### src/rtl/mips_mc_ctrl.sv
// Multicycle MIPS control FSM: shares IM/RF/ALU/DM across IF/ID/EX/MEM/WB/BR/JMP states.
// Optional MIPS_MC_ILLEGAL_TRAP_EN: illegal opcodes park the core in TRAP with halt=1.
module mips_mc_ctrl #(
  parameter int MEM_WAIT = 0,
  parameter int ALUOP_W  = 5
) (
  input  logic               clk,
  input  logic               rst,
  input  logic [5:0]         OpCode,
  input  logic [5:0]         funct,
  input  logic               Zero,
  output logic               PCWr,
  output logic               IRWr,
  output logic               RFWr,
  output logic               DMWr,
  output logic               RegDst,
  output logic               MemtoReg,
  output logic               ALUSrc,
  output logic [ALUOP_W-1:0] ALUOp,
  output logic [1:0]         NPCOp,
  output logic [1:0]         EXTOp,
  output logic               jal_signal,
  output logic [2:0]         state,
  output logic               instr_done,
  output logic               halt
);

  typedef enum logic [2:0] {
    S_IF   = 3'd0,
    S_ID   = 3'd1,
    S_EX   = 3'd2,
    S_MEM  = 3'd3,
    S_WB   = 3'd4,
    S_BR   = 3'd5,
    S_JMP  = 3'd6,
    S_TRAP = 3'd7
  } state_t;

  localparam logic [3:0] ALU_ADD  = 4'd1;
  localparam logic [3:0] ALU_SUB  = 4'd2;
  localparam logic [3:0] ALU_AND  = 4'd3;
  localparam logic [3:0] ALU_OR   = 4'd4;
  localparam logic [3:0] ALU_SLT  = 4'd5;
  localparam logic [3:0] ALU_SLL  = 4'd6;
  localparam logic [3:0] ALU_SRL  = 4'd7;
  localparam logic [3:0] ALU_LUI  = 4'd8;
  localparam logic [3:0] WAIT_LAST = 4'(MEM_WAIT);

  state_t     state_reg, state_next;
  logic [3:0] wait_reg, wait_next;
  logic       wait_last;

  logic is_rtype, is_jr, r_alu, is_addi, is_ori, is_lui, is_lw, is_sw;
  logic is_beq, is_bne, is_j, is_jal;
  logic [3:0] aluop_dec;

  assign is_rtype = (OpCode == 6'b000000);
  assign is_jr    = is_rtype && (funct == 6'b001000);
  assign is_addi  = (OpCode == 6'b001000) || (OpCode == 6'b001001);
  assign is_ori   = (OpCode == 6'b001101);
  assign is_lui   = (OpCode == 6'b001111);
  assign is_lw    = (OpCode == 6'b100011);
  assign is_sw    = (OpCode == 6'b101011);
  assign is_beq   = (OpCode == 6'b000100);
  assign is_bne   = (OpCode == 6'b000101);
  assign is_j     = (OpCode == 6'b000010);
  assign is_jal   = (OpCode == 6'b000011);

  // R-type ALU decode; r_alu flags the supported funct codes
  always_comb begin
    aluop_dec = ALU_ADD;
    r_alu     = 1'b0;
    if (is_rtype) begin
      r_alu = 1'b1;
      case (funct)
        6'b100001: aluop_dec = ALU_ADD;
        6'b100011: aluop_dec = ALU_SUB;
        6'b100100: aluop_dec = ALU_AND;
        6'b100101: aluop_dec = ALU_OR;
        6'b101010: aluop_dec = ALU_SLT;
        6'b000000: aluop_dec = ALU_SLL;
        6'b000010: aluop_dec = ALU_SRL;
        default:   r_alu     = 1'b0;
      endcase
    end else if (is_ori) begin
      aluop_dec = ALU_OR;
    end else if (is_lui) begin
      aluop_dec = ALU_LUI;
    end
  end

  assign wait_last = (wait_reg == WAIT_LAST);
  assign state     = state_reg;

  always_ff @(posedge clk) begin
    if (rst) begin
      state_reg <= S_IF;
      wait_reg  <= '0;
    end else begin
      state_reg <= state_next;
      wait_reg  <= wait_next;
    end
  end

  always_comb begin
    state_next = state_reg;
    wait_next  = '0;
    PCWr       = 1'b0;
    IRWr       = 1'b0;
    RFWr       = 1'b0;
    DMWr       = 1'b0;
    RegDst     = 1'b0;
    MemtoReg   = 1'b0;
    ALUSrc     = 1'b0;
    ALUOp      = '0;
    NPCOp      = 2'b00;
    EXTOp      = 2'b00;
    jal_signal = 1'b0;
    instr_done = 1'b0;
    halt       = 1'b0;
    case (state_reg)
      S_IF: begin
        if (wait_last) begin
          IRWr       = 1'b1;
          PCWr       = 1'b1;
          state_next = S_ID;
        end else begin
          wait_next = wait_reg + 4'd1;
        end
      end
      S_ID: begin
        if (is_jr || is_j || is_jal) begin
          state_next = S_JMP;
        end else if (r_alu || is_addi || is_ori || is_lui || is_lw || is_sw) begin
          state_next = S_EX;
        end else if (is_beq || is_bne) begin
          state_next = S_BR;
        end else begin
`ifdef MIPS_MC_ILLEGAL_TRAP_EN
          state_next = S_TRAP;
`else
          instr_done = 1'b1;
          state_next = S_IF;
`endif
        end
      end
      S_EX: begin
        ALUOp      = ALUOP_W'(aluop_dec);
        ALUSrc     = !is_rtype;
        EXTOp      = is_ori ? 2'b00 : (is_lui ? 2'b10 : 2'b01);
        state_next = (is_lw || is_sw) ? S_MEM : S_WB;
      end
      S_MEM: begin
        ALUOp  = ALUOP_W'(ALU_ADD);
        ALUSrc = 1'b1;
        EXTOp  = 2'b01;
        if (wait_last) begin
          if (is_sw) begin
            DMWr       = 1'b1;
            instr_done = 1'b1;
            state_next = S_IF;
          end else begin
            state_next = S_WB;
          end
        end else begin
          wait_next = wait_reg + 4'd1;
        end
      end
      S_WB: begin
        RFWr       = 1'b1;
        instr_done = 1'b1;
        RegDst     = is_rtype;
        MemtoReg   = is_lw;
        state_next = S_IF;
      end
      S_BR: begin
        // PC already holds PC+4 here, so the NPC unit offsets from it directly
        ALUOp      = ALUOP_W'(ALU_SUB);
        NPCOp      = 2'b01;
        PCWr       = is_beq ? Zero : !Zero;
        instr_done = 1'b1;
        state_next = S_IF;
      end
      S_JMP: begin
        PCWr       = 1'b1;
        instr_done = 1'b1;
        NPCOp      = is_jr ? 2'b11 : 2'b10;
        RFWr       = is_jal;
        jal_signal = is_jal;
        state_next = S_IF;
      end
      S_TRAP: begin
`ifdef MIPS_MC_ILLEGAL_TRAP_EN
        halt       = 1'b1;
        state_next = S_TRAP;
`else
        state_next = S_IF;
`endif
      end
      default: state_next = S_IF;
    endcase
    // reset cycle aborts whatever is in flight without any side effect
    if (rst) begin
      PCWr       = 1'b0;
      IRWr       = 1'b0;
      RFWr       = 1'b0;
      DMWr       = 1'b0;
      instr_done = 1'b0;
      halt       = 1'b0;
    end
  end

endmodule
### config.mk
export PLATFORM = sky130hd
export DESIGN_NAME = mips_mc_ctrl
export DESIGN_NICKNAME = d
export VERILOG_FILES = /design/src/rtl/mips_mc_ctrl.sv
export SDC_FILE = /design/constraint.sdc
export NUM_CORES = 1
export LEC_CHECK = 0
export ABC_AREA = 1
export BUFFER_PORTS_ARGS = -buffer_cell sky130_fd_sc_hd__buf_2
export CAP_MARGIN = 20
export CELL_PAD_IN_SITES_DETAIL_PLACEMENT = 1
export CELL_PAD_IN_SITES_GLOBAL_PLACEMENT = 1
export CORE_ASPECT_RATIO = 1.25
export CORE_MARGIN = 2
export CORE_UTILIZATION = 33
export CTS_BUF_LIST = sky130_fd_sc_hd__clkbuf_8
export DETAILED_ROUTE_END_ITERATION = 10
export GPL_TIMING_DRIVEN = 0
export PLACE_DENSITY_LB_ADDON = 0.1
export SLEW_MARGIN = 20
export SYNTH_ARGS = -nofsm -noshare
export SYNTH_HDL_FRONTEND = slang
export SYNTH_SLANG_ARGS = --single-unit
### constraint.sdc
create_clock -name clk -period 3.1 [get_ports clk]
set_clock_uncertainty 0.2 [all_clocks]
set_input_delay 0.62 -clock clk [delete_from_list [all_inputs] [get_ports clk]]
set_output_delay 0.62 -clock clk [all_outputs]
set_load 0.01 [all_outputs]
* Word-level counts from Yosys, hierarchy flattened
Cells that the tools add are included.
** Storage, ports and cells
- Flip-flop bits (word level) :: 7
- Latch bits :: 0
- Memory bits (writable) :: 0
- Bits in read-only memories :: 0
- Input bits :: 15
- Word-level logic and storage cells :: 94
- Memories :: 0
** Operators by class
- $add $sub $neg :: 1
- Multipliers :: 0
- Div/mod/pow operators :: 0
- Magnitude comparators :: 0
- Equality and inequality tests :: 26
- Shifts and indexed selects :: 0
- Multiplexer cells :: 41
- Bitwise gates (word level) :: 1
- Reduce and logical (&&, ||, !) cells :: 23
** Operators by type and width (count)
- $eq A6 B6 Y1 const B :: 7
- $eq A6 B4 Y1 const B :: 5
- $mux W3 :: 7
- $mux W1 :: 20
- $eq A6 B2 Y1 const B :: 3
- $pmux W3 S6 :: 1
- $pmux W3 S5 :: 1
- $eq A3 B3 Y1 const B :: 4
- $eq A6 B3 Y1 const B :: 2
- $logic_not A6 Y1 :: 2
- $mux W4 :: 3
- $pmux W4 S3 :: 1
- $logic_or A1 B1 Y1 :: 10
- $pmux W2 S2 :: 2
- $reduce_or A7 Y1 :: 1
- $eq A3 B2 Y1 const B :: 2
- $pmux W1 S3 :: 2
- $reduce_or A3 Y1 :: 2
- $add A4 B1 Y4 const B :: 1
- $logic_not A4 Y1 :: 1
- $mux W2 :: 2
- $ne A2 B2 Y1 const B :: 2
- $pmux W1 S2 :: 2
- $reduce_or A4 Y1 :: 1
- 7 further kinds :: 8

* Depth between registers and ports, before layout
- Depth in word-level cells :: 13
- Mapped depth :: 12
- Depth with buffers taken out :: 12

* Worst setup path before layout
OpenSTA, ideal clock, no wires.
- Path type :: input-to-output
- Start point :: in funct[2]
- End point :: out ALUOp[1]
- Data arrival time :: 1.528 ns
- Slack :: 0.752 ns
- Stages on the path :: 7
- Path buffers :: 0
- Path through :: nor2_1 inv_1 nor2_1 inv_1 o21ai_0 a31oi_1 o21ai_0
** On the way
- Cells in the longest elaborated chain, start to end :: 4
- Elaborated cells on any way between the ends :: 9
** RTL lines
- start, declared :: line 10 : input logic [5:0] funct,
- $eq A6 B2 Y1 (tied with other cells) :: line 75 : case (funct)
- $pmux W3 S6 (*) :: line 75
- $mux W4 (*) :: line 73 : if (is_rtype) begin
- $pmux W4 S3 (*) :: line 121 : case (state_reg)
- end, declared :: line 19 : output logic [ALUOP_W-1:0] ALUOp,
Mark *: on every way between the ends. The rest lies on a longest branch, timed or not.

* Final worst setup path
Ends and elaborated chain as after synthesis.

==> results.sh <==
export IMPL_post_route_period_util_pct=88.95
export IMPL_drtIter0Drc=13
export IMPL_place_hpwl_mm=2.264
export IMPL_hold_start="wait_reg[0]$_SDFF_PP0_"
export IMPL_regToRegSetupSlack_ps=1520
export IMPL_vias=1094
export IMPL_whs_ps=260.8
export IMPL_core_area_sq_mm=0.002427
export IMPL_crit_type="input port to output port"
export IMPL_final_cell_mix="inv_1 (35), nor2_1 (33), buf_2 (33)"
export IMPL_netlist_instances=156
export IMPL_placed_cells=223
export IMPL_die_y_um=60.27
export IMPL_syn_to_final_growth_pct=30.54
export IMPL_min_period_ps=2758
export IMPL_cts_root_buf="clkbuf_8"
export IMPL_cts_buffers=3
export IMPL_vdd_drop_max_v=0.0002729
export IMPL_hold_viol=0
export IMPL_reg2reg_from="state[1]$_SDFFE_PP0P_"
export IMPL_die_area_sq_mm=0.002954
export IMPL_rows=20
export IMPL_required_ps=2280
export IMPL_drc=0
export IMPL_final_common_cell="inv_1"
export IMPL_grt_util_all_layers_pct=20.02
export IMPL_synth_edf_count=0
export IMPL_netlist_area_sq_um=835.8
export IMPL_r2r_end="state[2]$_SDFFE_PP0P_"
export IMPL_clockBufferDepth=2
export IMPL_design_area_sq_mm=0.001091
export IMPL_clock_fmax_mhz=362.6
export IMPL_largest_reg_flops=4
export IMPL_htreeDepth=1
export IMPL_gp_congestion=0.8264
export IMPL_routed_wl_met3_um=93
export IMPL_ioPinCount=37
export IMPL_fin_setup_tns_ps=0
export IMPL_io_buffer_count=33
export IMPL_antenna_found_initial=0
export IMPL_start_kind="input port"
export IMPL_vias_per_cell=4.819
export IMPL_min_path_cells=1
export IMPL_worstPathArrival_ps=1940
export IMPL_maxCapViolCount=0
export IMPL_initial_core_util_pct=34.43
export IMPL_multi_input_area_sq_um=541.8
export IMPL_synth_warnings=0
export IMPL_ys_async_sr_fraction_pct=0
export IMPL_ff2ff_path_depth=8
export IMPL_layout_drive_gt1_share_pct=22.68
export IMPL_avgRoutedWirePerCell_um=11.42
export IMPL_clk_latency_ps=230
export IMPL_final_core_util_pct=44.95
export IMPL_cts_sinks=7
export IMPL_placed_area_sq_mm=0.001046
export IMPL_first_global_vias=1137
export IMPL_powerDensity_mw_per_mm2=262.1
export IMPL_grt_ovfl_total=0
export IMPL_synthDistinctLibCells=24
export IMPL_ys_ff_latch=7
export IMPL_ctsHoldBuffers=0
export IMPL_critPathCaptureType="output port"
export IMPL_avgSynthCellArea_sq_um=5.358
export IMPL_setup_viol=0
export IMPL_path_max_fanout=4
export IMPL_leakagePower_nw=0.5855
export IMPL_outcome="finished clean"
export IMPL_ff_latch_area_sq_um=140.1
export IMPL_highest_layer="met4"
export IMPL_cts_resized=0
export IMPL_first_pass_iters=4
export IMPL_met2_wirelength_mm=1.404
export IMPL_clk_pin_slew_ps=40
export IMPL_antenna_cells=0
export IMPL_final_nets=212
export IMPL_postRouteAntennaNets=0
export IMPL_cts_setup_buffers=0
export IMPL_drv_slew=0
export IMPL_cts_tree="yes"
export IMPL_min_delay_worst_endpoint="wait_reg[0]$_SDFF_PP0_"
export IMPL_hold_path_class="flop to flop"
export IMPL_n_fill_cell=382
export IMPL_instances_no_fill=227
export IMPL_synth_flop_cell="dfxtp_1"
export IMPL_fp_dieW_um=49.02
export IMPL_synth_yosys_seq_area_share_pct=16.77
export IMPL_m1WireLength_mm=1.065
export IMPL_finalWirelength_mm=2.592
export IMPL_grt_pass1_wl_mm=4.574
export IMPL_rsz0062_at_grt="false"
export IMPL_grt_max_degree=9
[layer usage]
metal  global-route usage [%]  vias to the layer above
li1                         -                      561
met1                    20.97                      510
met2                    38.94                       21
met3                    3.500                        2
met4                    9.388                        0
met5                        0                        -
[cells by family after synthesis]
logic type / synth area share, %
xor gates and xnor gates: 2.096
other: 0.4487
adders and majority gates: 2.994
AOI/OAI and AO/OA: 13.17
and+or+nand+nor: 45.66
buffers and inverters: 18.86
DFF: 16.77
[stage by stage]
stage	setup slack [ps]	power, mW
2_1_floorplan	751.6	0.1364
3_3_place_gp	401.0	0.1611
3_5_place_dp	351.2	0.1640
4_1_cts	344.6	0.2892
5_1_grt	224.3	0.3037
6_report	342.5	0.2860
[synth_stat cells (2+ instances only)]
library cell / number / area share [%]
a21oi_1: 7 / 4.2
a31oi_1: 3 / 2.2
buf_4: 2 / 1.8
dfxtp_1: 7 / 17
ha_1: 2 / 3.0
inv_1: 34 / 15
inv_2: 3 / 1.3
nand2_1: 24 / 11
nand3_1: 11 / 6.6
nand4_1: 4 / 3.0
nor2_1: 33 / 15
nor3_1: 6 / 3.6
nor4_1: 4 / 3.0
o21ai_0: 5 / 3.0
o21ai_1: 2 / 1.2
[worst max path at each step]
stage	from	end	cells after the start
final	funct[2]	ALUOp[1]	9
after global placement	funct[2]	ALUOp[0]	10
after CTS	funct[2]	ALUOp[1]	9
after global routing	funct[2]	ALUOp[1]	9
after detailed placement	funct[2]	ALUOp[1]	9
after floorplan	funct[2]	ALUOp[1]	7
[worst max-delay path, cell delays in order]
cell and delay [ps]:
buf_2 110, nor2_1 250, inv_1 70, nor2_1 160
inv_1 50, o21ai_0 220, a31oi_1 60, o21ai_0 210
buf_2 170
[power by group]
group,switching (mW),internal [mW]
clock network,0.0383,0.0854
logic,0.0426,0.0243
registers,0.00298,0.0923
total,0.0839,0.202
[area by class of cell]
cell class / count / area share (%)
clock inverter: 1 / 0.3440
clock buffer: 3 / 3.784
tap: 33 / 3.784
buffer: 3 / 1.720
inverter: 37 / 12.73
timing repair buffer: 33 / 15.14
sequential: 7 / 12.84
multi-input combinational: 110 / 49.66
Power figures use the tool's default switching activity.
